**config.mk**
```make
export PLATFORM = sky130hd
export DESIGN_NAME = video_frame_monitor
export DESIGN_NICKNAME = d
export VERILOG_FILES = /design/src/rtl/video_frame_monitor.sv
export SDC_FILE = /design/constraint.sdc
export NUM_CORES = 1
export LEC_CHECK = 0
export ABC_AREA = 1
export BUFFER_PORTS_ARGS = -buffer_cell sky130_fd_sc_hd__buf_2
export CAP_MARGIN = 20
export CORE_UTILIZATION = 35
export DETAILED_ROUTE_END_ITERATION = 12
export SYNTH_ARGS = -nofsm -noshare
export SYNTH_HDL_FRONTEND = slang
export SYNTH_SLANG_ARGS = --single-unit
```
**constraint.sdc**
```tcl
create_clock -name pixclk -period 1.82 [get_ports pixclk]
set_input_delay 0.455 -clock pixclk [delete_from_list [all_inputs] [get_ports pixclk]]
set_output_delay 0.455 -clock pixclk [all_outputs]
set_load 0.02 [all_outputs]
```
**src/rtl/video_frame_monitor.sv**
```systemverilog
// Frame monitor: tracks pixel coordinates of a sof/eol framed video stream, flags framing errors, counts frames.
// Latency: one pixclk from accepted pixel to pix_valid/pix_data/coords/line_done/frame_done.
// Backpressure: none; every valid beat is sampled. Optional per-frame checksum under FRAME_CHECKSUM_EN.
module video_frame_monitor #(
    parameter int IMG_WIDTH  = 1920,
    parameter int IMG_HEIGHT = 1080,
    parameter int NUM_CH     = 3,
    parameter int CH_BITS    = 8
) (
    input  logic                      pixclk,
    input  logic                      reset,
    input  logic                      valid,
    input  logic                      sof,
    input  logic                      eol,
    input  logic [NUM_CH*CH_BITS-1:0] iData,
    input  logic                      clr_err,
    output logic                      pix_valid,
    output logic [NUM_CH*CH_BITS-1:0] pix_data,
    output logic [15:0]               x_coord,
    output logic [15:0]               y_coord,
    output logic                      line_done,
    output logic                      frame_done,
    output logic                      busy,
    output logic [3:0]                err_flags,
    output logic [15:0]               frame_count,
    output logic [31:0]               checksum
);

    localparam logic [15:0] X_LAST = 16'(IMG_WIDTH - 1);
    localparam logic [15:0] Y_LAST = 16'(IMG_HEIGHT - 1);

    typedef enum logic {IDLE, ACTIVE} state_t;

    state_t      state, state_nxt;
    logic [15:0] nx, ny;          // position the next non-sof pixel will take
    logic [15:0] nx_nxt, ny_nxt;
    logic [15:0] cx, cy;          // position of the pixel presented this cycle
    logic        accept;
    logic        line_end;
    logic        frame_end;
    logic [3:0]  err_det;         // {STRAY, SOF_RESTART, MISSING_EOL, EARLY_EOL}

    // Next-state, pixel acceptance, position and error detection
    always_comb begin
        state_nxt = state;
        accept    = 1'b0;
        cx        = nx;
        cy        = ny;
        line_end  = 1'b0;
        frame_end = 1'b0;
        nx_nxt    = nx;
        ny_nxt    = ny;
        err_det   = 4'b0000;
        if (valid) begin
            if (sof) begin
                // sof always (re)starts a frame at the origin
                accept = 1'b1;
                cx     = 16'd0;
                cy     = 16'd0;
                if (state == ACTIVE) begin
                    err_det[2] = 1'b1;
                end
            end else if (state == ACTIVE) begin
                accept = 1'b1;
            end else begin
                err_det[3] = 1'b1;
            end
        end
        if (accept) begin
            line_end   = eol | (cx == X_LAST);
            frame_end  = line_end & (cy == Y_LAST);
            err_det[0] = eol & (cx < X_LAST);
            err_det[1] = ~eol & (cx == X_LAST);
            if (line_end) begin
                nx_nxt = 16'd0;
                ny_nxt = cy + 16'd1;
            end else begin
                nx_nxt = cx + 16'd1;
                ny_nxt = cy;
            end
            state_nxt = frame_end ? IDLE : ACTIVE;
        end
    end

    assign busy = (state == ACTIVE);

    // State and expected-position registers
    always_ff @(posedge pixclk or negedge reset) begin
        if (!reset) begin
            state <= IDLE;
            nx    <= 16'd0;
            ny    <= 16'd0;
        end else begin
            state <= state_nxt;
            nx    <= nx_nxt;
            ny    <= ny_nxt;
        end
    end

    // Registered pixel report, pulses and frame counter; coords hold between pixels
    always_ff @(posedge pixclk or negedge reset) begin
        if (!reset) begin
            pix_valid   <= 1'b0;
            pix_data    <= '0;
            x_coord     <= 16'd0;
            y_coord     <= 16'd0;
            line_done   <= 1'b0;
            frame_done  <= 1'b0;
            frame_count <= 16'd0;
        end else begin
            pix_valid  <= accept;
            line_done  <= accept & line_end;
            frame_done <= accept & frame_end;
            if (accept) begin
                pix_data <= iData;
                x_coord  <= cx;
                y_coord  <= cy;
            end
            if (accept && frame_end) begin
                frame_count <= frame_count + 16'd1;
            end
        end
    end

    // Sticky errors: a fresh detection outranks a simultaneous clear
    always_ff @(posedge pixclk or negedge reset) begin
        if (!reset) begin
            err_flags <= 4'b0000;
        end else begin
            err_flags <= (clr_err ? 4'b0000 : err_flags) | err_det;
        end
    end

`ifdef FRAME_CHECKSUM_EN
    logic [31:0] acc;
    logic [31:0] pix_sum;
    logic [31:0] acc_nxt;

    // Modulo-2^32 sum of the channel fields of the current pixel
    always_comb begin
        pix_sum = 32'd0;
        for (int i = 0; i < NUM_CH; i++) begin
            pix_sum = pix_sum + 32'(iData[i*CH_BITS +: CH_BITS]);
        end
        acc_nxt = (sof ? 32'd0 : acc) + pix_sum;
    end

    // Accumulate accepted pixels; publish the total on the frame's last pixel
    always_ff @(posedge pixclk or negedge reset) begin
        if (!reset) begin
            acc      <= 32'd0;
            checksum <= 32'd0;
        end else if (accept) begin
            acc <= acc_nxt;
            if (frame_end) begin
                checksum <= acc_nxt;
            end
        end
    end
`else
    assign checksum = 32'd0;
`endif

endmodule

```
==> results of run 1 <==
==> sequential cells by signal (all words and copies together) (netlist names) <==
| signal | flops |
|---|---|
| busy | 1 |
| err_flags | 4 |
| pix_valid | 1 |
| x_coord | 16 |
| pix_data | 24 |
| frame_count | 16 |
| y_coord | 16 |
| ny | 16 |
| nx | 16 |
| line_done | 1 |
| frame_done | 1 |
==> kinds of logic after synthesis <==
group                      Yosys count  synth area share [%]
and+or+nand+nor                    442                 32.45
buffers and inverters              115                 10.37
DFF                                112                 48.92
AOI/OAI and AO/OA                   58                 5.241
xor gates and xnor gates            15                 2.293
adders and majority gates            3                0.6552
other                                1               0.06545
==> through the flow <==
step / utilization (%) / std cells / TNS, ns / setup WS [ns]
finish: 47.15 / 1154 / 0 / 0.06293
global route: 47.15 / 1154 / -0.2885 / -0.04985
CTS: 46.42 / 1147 / 0 / 0.02584
detailed placement: 44.37 / 1130 / -12.57 / -0.3376
global placement: 44.37 / 1130 / -10.34 / -0.2802
floorplan: - / 777 / -15.70 / -0.4410
==> synth_stat cells (all sizes together) <==
cell / number / area [um^2]
nand4: 17 / 106.4
nand3: 74 / 387.9
inv: 56 / 210.2
nor3: 5 / 30.03
ha: 3 / 37.54
o22ai: 6 / 37.54
clkinv: 2 / 8.750
nand3b: 3 / 22.52
a21oi: 3 / 15.01
dfrtp: 112 / 2803
o21a: 1 / 7.510
clkbuf: 11 / 41.29
nor2: 65 / 261.5
o21ai: 48 / 240.2
xor2: 4 / 35.03
nor4: 1 / 6.260
buf: 46 / 334.1
xnor2: 11 / 96.34
nand2: 277 / 1045
conb: 1 / 3.750
==> power groups by stage <==
| stage | registers (uW) | logic [uW] | clock network (uW) |
|---|---|---|---|
| finish | 2630 | 724 | 2110 |
| floorplan | 2770 | 335 | 0 |
| global placement | 2680 | 697 | 0 |
| global route | 2650 | 804 | 2270 |
| detailed placement | 2680 | 705 | 0 |
| CTS | 2630 | 706 | 2190 |
==> worst max path at each step <==
stage	startpoint	slack [ns]	cells after the start	to
after global placement	sof	-0.28	12	frame_count[4]
after CTS	nx[1]	0.03	11	frame_count[13]
after global routing	nx[0]	-0.05	11	frame_count[3]
after detailed placement	sof	-0.34	13	frame_count[3]
final	nx[0]	0.06	11	frame_count[3]
after floorplan	sof	-0.44	15	frame_count[11]
==> cell type report <==
cell class              count  area share (%)
inverters                  58           2.996
multi-input cells         551           34.19
clock buffers              13           3.595
well taps                 216           3.595
repair buffers            201           17.71
clock inverters             3          0.6325
flip-flops and latches    112           37.28
==> metal layers <==
| layer | part of all wire [%] | global-route usage, % | routed length [um] | vias to the layer above |
|---|---|---|---|---|
| met2 | 42 | 26.68 | 6227 | 138 |
| met5 | 0 | 0 | 0 | - |
| met1 | 51 | 26.79 | 7479 | 2411 |
| li1 | - | - | - | 2688 |
| met4 | 1.8 | 7.319 | 264 | 0 |
| met3 | 5.3 | 3.813 | 789 | 16 |
==> tightest hold or removal path, cell delays in order <==
cell,delay (ns)
buf_2,0.07
nand2_1,0.04
nand2_1,0.04
==> timing repair <==
item	in CTS	in global routing
endpoints found under the setup margin	0	38
hold buffers	1	0
setup buffers	0	6
gates resized for setup	0	23
endpoints found under the hold margin	10	0
==> results_dict.tcl, run 1 <==
set metrics [dict create \
    cp_max_fo 8 \
    via_per_inst 4.552 \
    clk_latency_ns 0.36 \
    setup_viol 0 \
    vdd_drop_max_uv 433.9 \
    synth-seq-cells 112 \
    critPathTopFamily "simple AND/OR/NAND/NOR gates" \
    cp_num_buf_inv 2 \
    antenna_found_initial 0 \
    ant_nets 0 \
    cts_buffers 9 \
    initial_core_util_pct 35.94 \
    ff2ff_setup_slack_ns 0.06 \
    syn2layout_area_growth_pct 31.21 \
    hpwl_mm 10.81 \
    dieArea_um2 16880 \
    cts_tree "done" \
    start_kind "register" \
    rr_worst_depth 11 \
    total_power_uw 5465 \
    clkSlewWorstSetupHoldPaths_ns 0.07 \
    seq_power_share_pct 48.2 \
    drt-wirelength-per-cell_um 12.79 \
    fmax_mhz 569.1 \
    maxSlewViolCount 0 \
    die_x_um 129.9 \
    final_common_cell "nand2_1" \
    syn_area_um2 5729 \
    fill_cells 1644 \
    track_usage_pct 18.43 \
    grt_max_degree 45 \
    nets 966 \
    multi_input_area_um2 2570 \
    clock_path_buffers 2 \
    p_per_area_nw_per_um2 727.0 \
    crit_required_ns 2.07 \
    via_count 5253 \
    min_path_cells 3 \
    min_to "pix_data[20]" \
    rr_endpoint "frame_count[3]" \
    ys_seq_area_share_pct 48.92 \
    drc_errors 0 \
    grt_overflow_total 0 \
    gp_congestion 0.8638 \
    yosys_warnings 0 \
    hp-class "input port to register" \
    hp-start "iData[20]" \
    crit_arrival_ns 2.01 \
    timing.final.hold_violations 0 \
    holdWs_ns 0.2833 \
    grt_pass1_wl_mm 24.12 \
    portBuffers 109 \
    p_leak_uw 0.003948 \
    drv_cap 0 \
    p_int_uw 4030 \
    die_height_um 129.9 \
    core_um2 15940 \
    place_area_um2 7073 \
    netSwitchingFraction_pct 26.26 \
    cp_cell_sequence "inv_2 -> nor2_4 -> ha_4 -> nand4_1 -> nor2_2 -> nand3_2 -> nand2_4 -> nand3_4 -> buf_6 -> nand2_2 -> nand2_1" \
    clock-sinks 112 \
    synthCells 746 \
    cts_root_buffer "clkbuf_16" \
    final.period_utilization_pct 96.54 \
    drt-initial-drc-count 333 \
    p_clk_share_pct 38.6 \
    n_antenna_cell 0 \
    yosys.cell_types.count 32 \
    p_sw_uw 1435 \
    htreeDepth 3 \
    drive_gt1_share_pct 26.55 \
    period_needed_ns 1.757 \
    slowest_stage "dfrtp_1" \
    rsz0062_at_grt "true" \
    combPwrFrac_pct 13.2 \
    cp_slowest_stage_delay_ns 0.37 \
    stdcell_area_um2 7517 \
    r2r_start "nx[0]" \
    fp-row-count 46 \
    status "completed" \
    seq_area_um2 2803 \
    grt_pass1_vias 4819 \
    synth.avg_cell_area_um2 7.680 \
    layout_common_cells "nand2_1 (270), dfrtp_1 (112), buf_2 (108)" \
    crit_type "register to register" \
    clock_skew_ns 0.007490 \
    dr.pass1.iters 4 \
    endpoint_kind "register" \
    io_pins 142 \
    wl_mm 14.76 \
]
Note: power is estimated with default switching activity, not from simulation.
==> run 2: changes to the inputs <==
==> constraint.sdc (replaced) <==
create_clock -name pixclk -period 1.82 [get_ports pixclk]
set_input_delay 0.455 -clock pixclk [delete_from_list [all_inputs] [get_ports pixclk]]
set_output_delay 0.455 -clock pixclk [all_outputs]
set_load 0.005 [all_outputs]
==> run 2 against run 1 <==
Effect of this change: worst setup slack improved by 0.065 ns; clock skew barely moved; power rose by 2.9%; maximum frequency rose by 3.9%; worst hold slack got worse by 0.28 ns; non-clock buffer count fell by 14; register-to-register slack improved by 0.07 ns; critical endpoint is now nx[3]; count of clock-buffer cells in the layout fell by 4; die area did not move; routed wire length fell by 2.7%; core utilization fell by 0.51 points; largest cell class unchanged; final area fell by 1.1%.
==> results_dict.tcl, run 2 (synthesis results as in run 1) <==
set metrics [dict create \
    htreeDepth 3 \
    grt_max_degree 54 \
    final_util_pct 46.64 \
    rsz0062_at_grt "true" \
    portBuffers 109 \
    n_antenna_cell 0 \
    final.period_utilization_pct 92.95 \
    clock_skew_ns 0.007771 \
    final_common_cell "nand2_1" \
    multi_input_area_um2 2552 \
    via_per_inst 4.556 \
    clock-sinks 112 \
    crit_end "nx[3]" \
    hp-class "input port to asynchronous set/reset pin" \
    clkSlewWorstSetupHoldPaths_ns 0.07 \
    period_needed_ns 1.692 \
    fill_cells 1624 \
    clk_latency_ns 0.36 \
    drv_cap 0 \
    fmax_mhz 591.1 \
    drt-initial-drc-count 259 \
    largest_register_ffs 24 \
    rr_endpoint "nx[3]" \
    track_usage_pct 18.03 \
    start_kind "register" \
    wl_mm 14.36 \
    nets 952 \
    ff2ff_setup_slack_ns 0.13 \
    vdd_drop_max_uv 443.8 \
    gp_congestion 0.8450 \
    holdBufCountCts 0 \
    setup_viol 0 \
    startpoint "nx[0]" \
    cts_tree "done" \
    p_leak_uw 0.003897 \
    layout_common_cells "nand2_1 (270), dfrtp_1 (112), buf_2 (108)" \
    io_pins 142 \
    grt_overflow_total 0 \
    fp-row-count 46 \
    syn2layout_area_growth_pct 29.79 \
    p_per_area_nw_per_um2 756.6 \
    grt_pass1_wl_mm 23.68 \
    dr.pass1.iters 4 \
    ant_nets 0 \
    cp_max_fo 4 \
    maxSlewViolCount 0 \
    r2r_start "nx[0]" \
    hpwl_mm 10.46 \
    crit_type "register to register" \
    dieArea_um2 16880 \
    clock_path_buffers 2 \
    via_count 5194 \
    grt_pass1_vias 4837 \
    fin_setup_tns_ns 0 \
    endpoint_kind "register" \
    cts_buffers 9 \
    drc_errors 0 \
    die_x_um 129.9 \
    timing.final.hold_violations 0 \
    drive_gt1_share_pct 25.11 \
    status "completed" \
    drt-wirelength-per-cell_um 12.59 \
    seq_area_um2 2803 \
    total_power_uw 5626 \
    die_height_um 129.9 \
    crit_required_ns 2.05 \
    initial_core_util_pct 35.94 \
    rr_worst_depth 10 \
    crit_arrival_ns 1.92 \
    core_um2 15940 \
    cts_root_buffer "clkbuf_16" \
    regMostFlops "pix_data" \
    antenna_found_initial 0 \
]
run 2: cell count changes in the layout (fill, tap and decap cells not counted):
cell           previous run  this run
clkbuf_1                  1         0
dlygate4sd3_1             1         0
nor2_2                    8         4
bufinv_16                 1         4
buf_4                    82        71
o21ai_1                   7         6
clkinvlp_4                0         2
o21ai_0                  41        42
buf_6                     4         2
nor2_1                   49        54
clkbuf_8                  3         0
inv_6                     2         1
nor2_4                    8         7
run 2: area by class of cell:
| type | count | share of cell area [%] |
|---|---|---|
| Clock buffer | 9 | 3.029 |
| Timing Repair Buffer | 187 | 16.36 |
| Sequential cell | 112 | 37.69 |
| Inverter | 58 | 3.029 |
| Clock inverter | 7 | 1.935 |
| Multi-Input combinational cell | 551 | 34.33 |
| Tap cell | 216 | 3.635 |
run 2: power by group:
| part | internal [uW] | total [uW] | switching (uW) |
|---|---|---|---|
| Sequential | 2580 | 2640 | 53.6 |
| Combinational | 235 | 564 | 329 |
| Clock | 1490 | 2430 | 939 |
run 2: repair_timing:
action	4_1_cts	5_1_grt
buffers inserted	0	1
endpoints found under the setup margin	0	41
hold endpoints to repair	0	0
gates resized for setup	0	14
run 2: how the worst min path moves through the flow:
stage                      end  slack, ns  cells past startpoint   from
floorplan                 busy       0.16                      0  reset
global placement    x_coord[7]       0.39                      1  reset
detailed placement  x_coord[7]       0.40                      1  reset
CTS                 x_coord[7]      0.005                      1  reset
global route        x_coord[6]       0.02                      1  reset
finish              x_coord[7]      0.006                      1  reset
run 2: routing by layer:
layer	vias to the layer above	wire length, um	track usage (%)
met5	-	0	0
met4	0	253	6.840
met3	16	700	3.731
met2	139	6178	27.46
met1	2370	7223	25.18
li1	2669	-	-
run 2: stage by stage:
stage,std cells,hold WS [ns],setup WS [ns],area [um^2]
finish,1140,0.005731,0.1283,7436
global route,1140,0.02350,-0.005137,7436
global placement,1122,0.3901,-0.2723,7013
CTS,1138,0.004790,0.00007438,7382
detailed placement,1122,0.3956,-0.3646,7013
floorplan,777,0.1594,-0.4367,5919
run 2: worst max-delay path, cell delays in order, from the launching register on:
cell and delay, ns:
dfrtp_1 0.36, inv_2 0.06, nor2_4 0.13, ha_4 0.14, nand4_1 0.11, nor2_2 0.14
nand3_2 0.10, buf_4 0.16, nand2_1 0.14, buf_4 0.16, o22ai_1 0.06
